[config.mk]
export PLATFORM = sky130hd
export DESIGN_NAME = mmm_serial_unit_flat
export DESIGN_NICKNAME = d
export VERILOG_FILES = /design/src/rtl/rsa_pkg.sv /design/src/rtl/mmm_serial_unit_if.sv /design/src/rtl/mmm_serial_unit_step_adder.sv /design/src/rtl/mmm_serial_unit.sv /design/src/flat_wrapper.sv
export SDC_FILE = /design/constraint.sdc
export NUM_CORES = 1
export LEC_CHECK = 0
export ABC_AREA = 1
export BUFFER_PORTS_ARGS = -buffer_cell sky130_fd_sc_hd__buf_4
export CORE_MARGIN = 2
export CORE_UTILIZATION = 40
export CTS_BUF_LIST = sky130_fd_sc_hd__clkbuf_4
export DETAILED_ROUTE_END_ITERATION = 10
export PLACE_DENSITY_LB_ADDON = 0.12
export SYNTH_ARGS = -nofsm -noshare
export SYNTH_HDL_FRONTEND = slang
export SYNTH_SLANG_ARGS = --single-unit
[constraint.sdc]
create_clock -name clk -period 2.9 [get_ports clk]
set_input_delay 0.435 -clock clk [delete_from_list [all_inputs] [get_ports clk]]
set_output_delay 0.435 -clock clk [all_outputs]
set_load 0.005 [all_outputs]
[src/rtl/rsa_pkg.sv]
// Shared definitions for the RSA datapath blocks: Montgomery multiplier state encoding
// and the iteration count for an R = 2^(WIDTH+2) reduction.
package rsa_pkg;

    typedef enum logic [1:0] {
        MMM_IDLE,
        MMM_RUN,
        MMM_SUB,
        MMM_DONE
    } mmm_state_t;

    function automatic int steps(input int width);
        return width + 2;
    endfunction

endpackage

[src/rtl/mmm_serial_unit_if.sv]
// Request/response bundle between the exponentiation sequencer (master) and the
// bit-serial Montgomery multiplier (slave).
interface mmm_serial_unit_if #(
    parameter int WIDTH = 8
);
    logic             ena;
    logic             start;
    logic [WIDTH+1:0] a_i;
    logic [WIDTH+1:0] b_i;
    logic [WIDTH+1:0] m_i;
    logic             busy;
    logic             done;
    logic [WIDTH+1:0] result;

    modport master (
        output ena, start, a_i, b_i, m_i,
        input  busy, done, result
    );

    modport slave (
        input  ena, start, a_i, b_i, m_i,
        output busy, done, result
    );
endinterface

[src/rtl/mmm_serial_unit_step_adder.sv]
// One Montgomery iteration: quotient bit, three-input add and halving of the
// accumulator. Purely combinational.
module mmm_step_adder #(
    parameter int WIDTH = 8
) (
    input  logic [WIDTH+3:0] i_p,
    input  logic             i_a_bit,
    input  logic [WIDTH+1:0] i_b,
    input  logic [WIDTH+1:0] i_m,
    output logic [WIDTH+3:0] o_p
);
    logic             w_q;
    logic [WIDTH+4:0] w_sum;

    // q makes the sum even, so the shift below drops only a zero bit.
    always_comb begin
        w_q   = i_p[0] ^ (i_a_bit & i_b[0]);
        w_sum = {1'b0, i_p}
              + (i_a_bit ? {3'b000, i_b} : '0)
              + (w_q     ? {3'b000, i_m} : '0);
        o_p   = (WIDTH+4)'(w_sum >> 1);
    end
endmodule

[src/rtl/mmm_serial_unit.sv]
// Bit-serial Montgomery multiplier: result = A*B*2^-(WIDTH+2) mod M, one step per enabled cycle.
// Define MMM_FINAL_SUB_EN to add a final conditional subtraction (result fully reduced, < M).
module mmm_serial_unit
    import rsa_pkg::*;
#(
    parameter int WIDTH = 8
) (
    input  logic                 clk,
    input  logic                 rstb,
    mmm_serial_unit_if.slave     bus
);
    localparam int              OW   = WIDTH + 2;
    localparam int              PW   = WIDTH + 4;
    localparam int              CW   = $clog2(steps(WIDTH));
    localparam logic [CW-1:0]   LAST = CW'(steps(WIDTH) - 1);

    mmm_state_t     r_state;
    mmm_state_t     w_next_state;
    logic [OW-1:0]  r_a;
    logic [OW-1:0]  r_b;
    logic [OW-1:0]  r_m;
    logic [PW-1:0]  r_p;
    logic [CW-1:0]  r_cnt;
    logic           r_busy;
    logic           r_done;
    logic [OW-1:0]  r_result;
    logic [PW-1:0]  w_p_step;
    logic           w_last;

    mmm_step_adder #(.WIDTH(WIDTH)) u_step (
        .i_p     (r_p),
        .i_a_bit (r_a[0]),
        .i_b     (r_b),
        .i_m     (r_m),
        .o_p     (w_p_step)
    );

`ifdef MMM_FINAL_SUB_EN
    logic [PW-1:0]  w_sub_p;
    assign w_sub_p = (r_p >= {2'b00, r_m}) ? (r_p - {2'b00, r_m}) : r_p;
`endif

    assign w_last = (r_state == MMM_RUN) && (r_cnt == LAST);

    always_ff @(posedge clk) begin
        if (!rstb) begin
            r_state <= MMM_IDLE;
        end else if (bus.ena) begin
            r_state <= w_next_state;
        end
    end

    always_comb begin
        w_next_state = r_state;
        case (r_state)
            MMM_IDLE: if (bus.start) w_next_state = MMM_RUN;
`ifdef MMM_FINAL_SUB_EN
            MMM_RUN:  if (w_last) w_next_state = MMM_SUB;
`else
            MMM_RUN:  if (w_last) w_next_state = MMM_DONE;
`endif
            MMM_SUB:  w_next_state = MMM_DONE;
            MMM_DONE: w_next_state = MMM_IDLE;
            default:  w_next_state = MMM_IDLE;
        endcase
    end

    // Outputs are registered so they freeze with ena; done is set on entry to DONE.
    always_ff @(posedge clk) begin
        if (!rstb) begin
            r_a      <= '0;
            r_b      <= '0;
            r_m      <= '0;
            r_p      <= '0;
            r_cnt    <= '0;
            r_busy   <= 1'b0;
            r_done   <= 1'b0;
            r_result <= '0;
        end else if (bus.ena) begin
            r_done <= 1'b0;
            case (r_state)
                MMM_IDLE: begin
                    if (bus.start) begin
                        r_a    <= bus.a_i;
                        r_b    <= bus.b_i;
                        r_m    <= bus.m_i;
                        r_p    <= '0;
                        r_cnt  <= '0;
                        r_busy <= 1'b1;
                    end
                end
                MMM_RUN: begin
                    r_p <= w_p_step;
                    r_a <= r_a >> 1;
                    if (w_last) begin
`ifndef MMM_FINAL_SUB_EN
                        r_result <= OW'(w_p_step);
                        r_busy   <= 1'b0;
                        r_done   <= 1'b1;
`endif
                    end else begin
                        r_cnt <= r_cnt + 1'b1;
                    end
                end
                MMM_SUB: begin
`ifdef MMM_FINAL_SUB_EN
                    r_result <= OW'(w_sub_p);
                    r_busy   <= 1'b0;
                    r_done   <= 1'b1;
`endif
                end
                default: ;
            endcase
        end
    end

    assign bus.busy   = r_busy;
    assign bus.done   = r_done;
    assign bus.result = r_result;
endmodule

[src/flat_wrapper.sv]
// flat-port wrapper written by rule: the top's interface ports become plain ports
module mmm_serial_unit_flat import rsa_pkg::*;
#(
    parameter int WIDTH = 8
)
  (clk, rstb, bus_ena, bus_start, bus_a_i, bus_b_i, bus_m_i, bus_busy, bus_done, bus_result);
  mmm_serial_unit_if #(.WIDTH(WIDTH)) bus_i ();
  input  logic clk;
  input  logic rstb;
  input wire logic [$bits(bus_i.ena)-1:0] bus_ena;
  input wire logic [$bits(bus_i.start)-1:0] bus_start;
  input wire logic [$bits(bus_i.a_i)-1:0] bus_a_i;
  input wire logic [$bits(bus_i.b_i)-1:0] bus_b_i;
  input wire logic [$bits(bus_i.m_i)-1:0] bus_m_i;
  output wire logic [$bits(bus_i.busy)-1:0] bus_busy;
  output wire logic [$bits(bus_i.done)-1:0] bus_done;
  output wire logic [$bits(bus_i.result)-1:0] bus_result;
  assign bus_i.ena = bus_ena;
  assign bus_i.start = bus_start;
  assign bus_i.a_i = bus_a_i;
  assign bus_i.b_i = bus_b_i;
  assign bus_i.m_i = bus_m_i;
  assign bus_busy = bus_i.busy;
  assign bus_done = bus_i.done;
  assign bus_result = bus_i.result;
  mmm_serial_unit #(.WIDTH(WIDTH)) u_core (.clk(clk), .rstb(rstb), .bus(bus_i));
endmodule
; ---- Yosys cells after proc, flatten, opt, wreduce, memory -nomap -nowiden
; Cells that the tools add are included.
[word_totals]
elab_cells = 47
reg_bits = 60
ram_bits = 0
out_inout_bits = 12
mem_count = 0
mem_bits_ro = 0
latchBits = 0
inputBits = 34
[op_classes]
bitwise = 2
n_mul = 0
n_eq_ne = 7
magnitude_cmp = 0
n_addsub = 3
shift = 0
n_reduce_logical = 9
n_div = 0
n_mux = 17
[op_table]
columns = cell, count
row1 = 2-to-1 mux 10 bit, 3
row2 = one-hot mux 12 bit (2 select lines), 1
row3 = one-hot mux 10 bit (2 select lines), 1
row4 = adder 12 x 10 -> 13 bit, 1
row5 = adder 13 x 10 -> 13 bit, 1
row6 = 2-to-1 mux 12 bit, 1
row7 = AND reduction 3 bit, 4
row8 = 2-to-1 mux 4 bit, 2
row9 = one-hot mux 2 bit (4 select lines), 1
row10 = one-hot mux 4 bit (2 select lines), 1
row11 = AND reduction 4 bit, 2
row12 = "adder 4 x 1 -> 4 bit, second input constant", 1
row13 = "equality test 2 bit, second input constant", 2
row14 = "equality test 4 bit, second input constant", 1
row15 = 2-to-1 mux 1 bit, 4
row16 = 2-to-1 mux 2 bit, 2
row17 = "inequality test 2 bit, second input constant", 2
row18 = "equality test 2 x 1 -> 1 bit, second input constant", 1
row19 = zero test 2 bit, 1
row20 = "inequality test 2 x 1 -> 1 bit, second input constant", 1
row21 = one-hot mux 1 bit (2 select lines), 1
row22 = nonzero test 2 bit, 1
row23 = AND 1 bit, 1
row24 = logical AND 1 bit, 1
row25 = XOR 1 bit, 1

; ---- Longest topological paths before layout
[depth]
ltp_word = 5
mapped_depth = 20
mapped_depth_nobuf = 20

; ---- Cells and area by module
; From an unflattened synthesis, not the netlist that was laid out.
[hier_totals]
hier_cells = 486
area_unflattened_um2 = 3309.4
[by_module_without_submodules]
columns = module, cells_per_inst, seq_area_each_um2, instances, area_each_um2
row1 = mmm_serial_unit, 327, 1201.2, 1, 2386.0
row2 = mmm_step_adder, 159, 0.0, 1, 923.4

; ---- Least setup slack after synthesis
; OpenSTA, ideal clock, no wires.
[synth_path]
path_kind = register -> register
startpoint = reg u_core.r_b[0]
endpoint = reg u_core.r_result[8] (netlist: u_core.bus.result[8])
arrival_time_ns = 2.524
period_less_slack_ns = 2.639
slack_ns = 0.261
setup_ns = 0.115
path_buffers = 0
stages_incl_launch_ff = 18
t_required_ns = 2.785
path_cell_list = dfxtp_1 -> nand2_1 -> inv_1 -> or2_2 -> nand2_1 -> nor2_1 -> fa_1 -> ha_1 -> inv_1 -> fa_1 -> inv_1 -> nand3_1 -> nand3_1 -> nand2_1 -> nand3_1 -> nand2_1 -> o21ai_0 -> inv_1
[synth_between]
elab_chain_len = 4
word_cells_on_any_way = 6
cone_classes = add/sub: 2 / mux: 2 / bitwise: 2
[synth_rtl]
columns = item, line_no
row1 = "start, declared", mmm_serial_unit.sv:20  ; logic [OW-1:0] r_b;
row2 = "start signal, assigned", mmm_serial_unit.sv:85  ; r_b <= bus.b_i;
row3 = branches (longest 3 deep; another with adder 12 x 10 -> 13 bit), n/a
row4 = adder 13 x 10 -> 13 bit *, mmm_serial_unit_step_adder.sv:20  ; + (w_q ? {3'b000, i_m} : '0);
row5 = "end signal, assigned", mmm_serial_unit.sv:97  ; r_result <= OW'(w_p_step);
row6 = "end, declared", mmm_serial_unit.sv:26  ; logic [OW-1:0] r_result;
; Every way passes the cells marked *.
; A chain may end at the register's enable or synchronous reset.

; ---- Worst setup path in the final report
[layout_path]
startpoint = reg u_core.r_b[0]
endpoint = reg u_core.r_p[8]
[layout_between]
elab_chain_len = 5
word_cells_on_any_way = 7
cone_classes = add/sub: 2 / mux: 3 / bitwise: 2
[layout_rtl]
columns = item, line_no
row1 = branches (longest 3 deep; another with adder 12 x 10 -> 13 bit), n/a
row2 = adder 13 x 10 -> 13 bit *, mmm_serial_unit_step_adder.sv:20
row3 = one-hot mux 12 bit (2 select lines) *, mmm_serial_unit.sv:81  ; case (r_state)
row4 = "end signal, assigned", mmm_serial_unit.sv:93  ; r_p <= w_p_step;
row5 = "end, declared", mmm_serial_unit.sv:22  ; logic [PW-1:0] r_p;
; Marks and branches as above.

==> flow_summary.yaml <==
global_route:
  grt_pass1_vias: 2772
  antenna_found_initial: 0
  grt_max_degree: 24
  grt.total_usage: 0.183
  grt.overflow.total: 0
  grt_pass1_wl_mm: 12.8
sta:
  worst_clock_skew_ns: 0.0156
  maxSlewHeadroom: 0.517
  finalSetupViolCount: 0
  max_freq_ghz: 0.361
  fin_crit_sh: 0.956
  layout_setup_ws_ns: 0.129
  worst_pin_slew_ns: 0.724
  rsz0062_at_grt: "yes"
  tns_ns: 0
  timing_hold_violations_final: 0
  fin_crit_ns: 2.77
  slew_viol_final: 0
final_layout:
  drive_above_1_share: 0.179
  diodes: 0
  syn_to_final_growth_pct: 21.3
  finalNetCount: 581
  fillers: 887
  final_cells: 631
power_and_ir_drop:
  p_leak_nw: 1.88
  cellPowerDensity_mw_per_mm2: 440
  irDropWorstVdd_mv: 0.310
  seq_power_share: 0.500
  p_sw_frac: 0.256
  total_power_mw: 1.76
  comb_power_share: 0.119
  netSwitchingPower_mw: 0.451
  p_clk_frac: 0.381
  intPower_mw: 1.31
floorplan:
  die_area_mm2: 0.00898
  core_area_mm2: 0.00809
  die_h_um: 94.8
  row_count: 33
  start_util: 0.407
  boundaryPins: 46
  die_x_um: 94.8
worst_setup_path:
  criticalPathCategory: "register to register"
  worstPathArrival_ns: 3.09
  ff2ff_setup_slack_ns: 0.13
  required_ns: 3.22
  endpoint_kind: "register"
  cp_max_fo: 3
  startpoint_type: "register"
  reg2reg_to: "u_core.r_p[8]"
  worstReg2RegStart: "u_core.r_b[0]"
  r2r_cells: 18
clock_network:
  cts_root_buffer: "clkbuf_4"
  cts_buffer_depth: 2
  clkTransAtPathRegs_ns: 0.11
  cts.sinks: 60
  tritoncts: "built"
  cts_max_level: 3
  clk_latency_ns: 0.40
  cts_buffers: 9
  postCtsHoldBufs: 0
yosys:
  synth_area_mm2: 0.00329
  ys_seq_area_frac: 0.365
  avgSynthCellArea_um2: 6.95
  yosys-top-cells-area: "dfxtp_1 36%, nand2_1 17%, inv_1 7.4%"
  synth_edf_count: 0
  yosysUniqueCellTypes: 28
  synth_largest_area_cell: "dfxtp_1"
  yosysWarnings: 0
  synthCells: 474
  yosys-top-cells-count: "153 x nand2_1, 65 x inv_1, 60 x dfxtp_1"
  synth_top_area_frac: 0.365
  syn-num-nets: 534
  ys_ff_latch: 60
  ys_async_sr_fraction: 0
  synth.most_common_cell: "nand2_1"
  synth_ff_type: "dfxtp_1"
routing:
  wire_per_inst_um: 12.2
  drtPass1Iterations: 4
  viasPerCell: 4.74
  vias: 2992
  antenna_left: 0
  drc_errors: 0
  drt_iter0_drc: 111
  drt-total-wl_mm: 7.68
outcome:
  status: "finished clean"
place:
  hpwl_mm: 5.79
  numPortBuffers: 45
  gp_congestion: 0.893
  dpl.cell_count: 612
  place_ws_ns: 0.0413
flow_run:
  max_cap_viol_count: 0
hold_path:
  min_to: "u_core.r_m[2]"
  hp-start: "bus_m_i[2]"
  hp-class: "input port to register"
  hold_depth: 3
## state kept, by name, summed over array words and instances (netlist names)
register           flops
u_core.r_p            12
u_core.bus.busy        1
u_core.r_state         2
u_core.bus.result     10
u_core.r_a            10
u_core.r_m            10
u_core.r_b            10
u_core.r_cnt           4
u_core.bus.done        1
## layout make-up
cell class | count | area [µm²] | area share
timing repair buffer | 54 | 418 | 0.105
inverter | 68 | 258 | 0.0645
sequential | 60 | 1200 | 0.300
clock buffer | 11 | 82.6 | 0.0207
clock inverter | 5 | 76.3 | 0.0191
multi-input combinational | 328 | 1830 | 0.458
tap | 105 | 131 | 0.0329
## cell families after synthesis
kind of cell,after synthesis,synth area share
simple gates,216,0.267
buf+inv,86,0.102
compound gates,81,0.131
flops,60,0.365
fa+ha+maj,26,0.122
xor+xnor,5,0.0133
## routing by layer
layer | GRT usage | share of wire
met1 | 0.229 | 0.45
met2 | 0.306 | 0.49
met3 | 0.0487 | 0.035
met4 | 0.0568 | 0.020
met5 | 0 | 0
## how the worst max path moves through the flow
| stage | startpoint | end | slack (ns) | depth (start not counted) |
|---|---|---|---|---|
| detailed placement | u_core.r_b[0] | u_core.bus.result[8] | 0.04 | 17 |
| CTS | u_core.r_a[0] | u_core.bus.result[5] | 0.03 | 18 |
| finish | u_core.r_b[0] | u_core.r_p[8] | 0.13 | 18 |
| global route | u_core.r_b[0] | u_core.r_p[8] | -0.02 | 18 |
| floorplan | u_core.r_b[0] | u_core.bus.result[8] | 0.26 | 17 |
| global placement | u_core.r_b[0] | u_core.bus.result[8] | 0.1 | 17 |
## metrics by stage
| step | instance area (µm²) | util | hold slack (ns) |
|---|---|---|---|
| after floorplan | 3290 | - | 0.430 |
| after global routing | 4000 | 0.494 | 0.251 |
| after global placement | 3740 | 0.462 | 0.451 |
| final | 4000 | 0.494 | 0.274 |
| after CTS | 3900 | 0.482 | 0.254 |
| after detailed placement | 3740 | 0.462 | 0.456 |
## power by group through the flow
stage	registers, mW	clock network (mW)	logic [mW]
5_1_grt	0.885	0.729	0.240
3_3_place_gp	0.899	0	0.208
6_report	0.880	0.671	0.209
2_1_floorplan	0.894	0	0.134
4_1_cts	0.881	0.687	0.211
3_5_place_dp	0.900	0	0.210
## critical path: stages, from the launching register on
cell and delay (ns):
dfxtp_1 0.33, nand2_1 0.06, inv_1 0.05, or2_2 0.28
nand2_2 0.10, nor2_1 0.07, fa_1 0.50, ha_2 0.19
inv_1 0.05, fa_2 0.36, inv_1 0.09, nand3_1 0.08
nand3_2 0.10, nand2_1 0.07, nand2_1 0.07, nand2_1 0.05
nand2_1 0.07, nand2_1 0.05, a21oi_1 0.11
## placed cells by master, fill, tap and decap left out, drive strengths merged, types with 2 or more instances in the layout
master	count
fa	10
dfxtp	60
a21oi	46
clkbuf	11
xor2	4
bufinv	2
inv	68
nor2	31
ha	16
buf	54
a21o	2
clkinv	2
or2	4
nand4	2
nand2	155
o21ai	23
nand3	22
a31oi	9
## repair_timing
item,in CTS,in global routing
endpoints found under the setup margin,1,16
buffers inserted,0,3
resized for setup,1,15
pin swaps,0,2
gates cloned,0,0
Note: power is estimated with default switching activity, not from simulation.
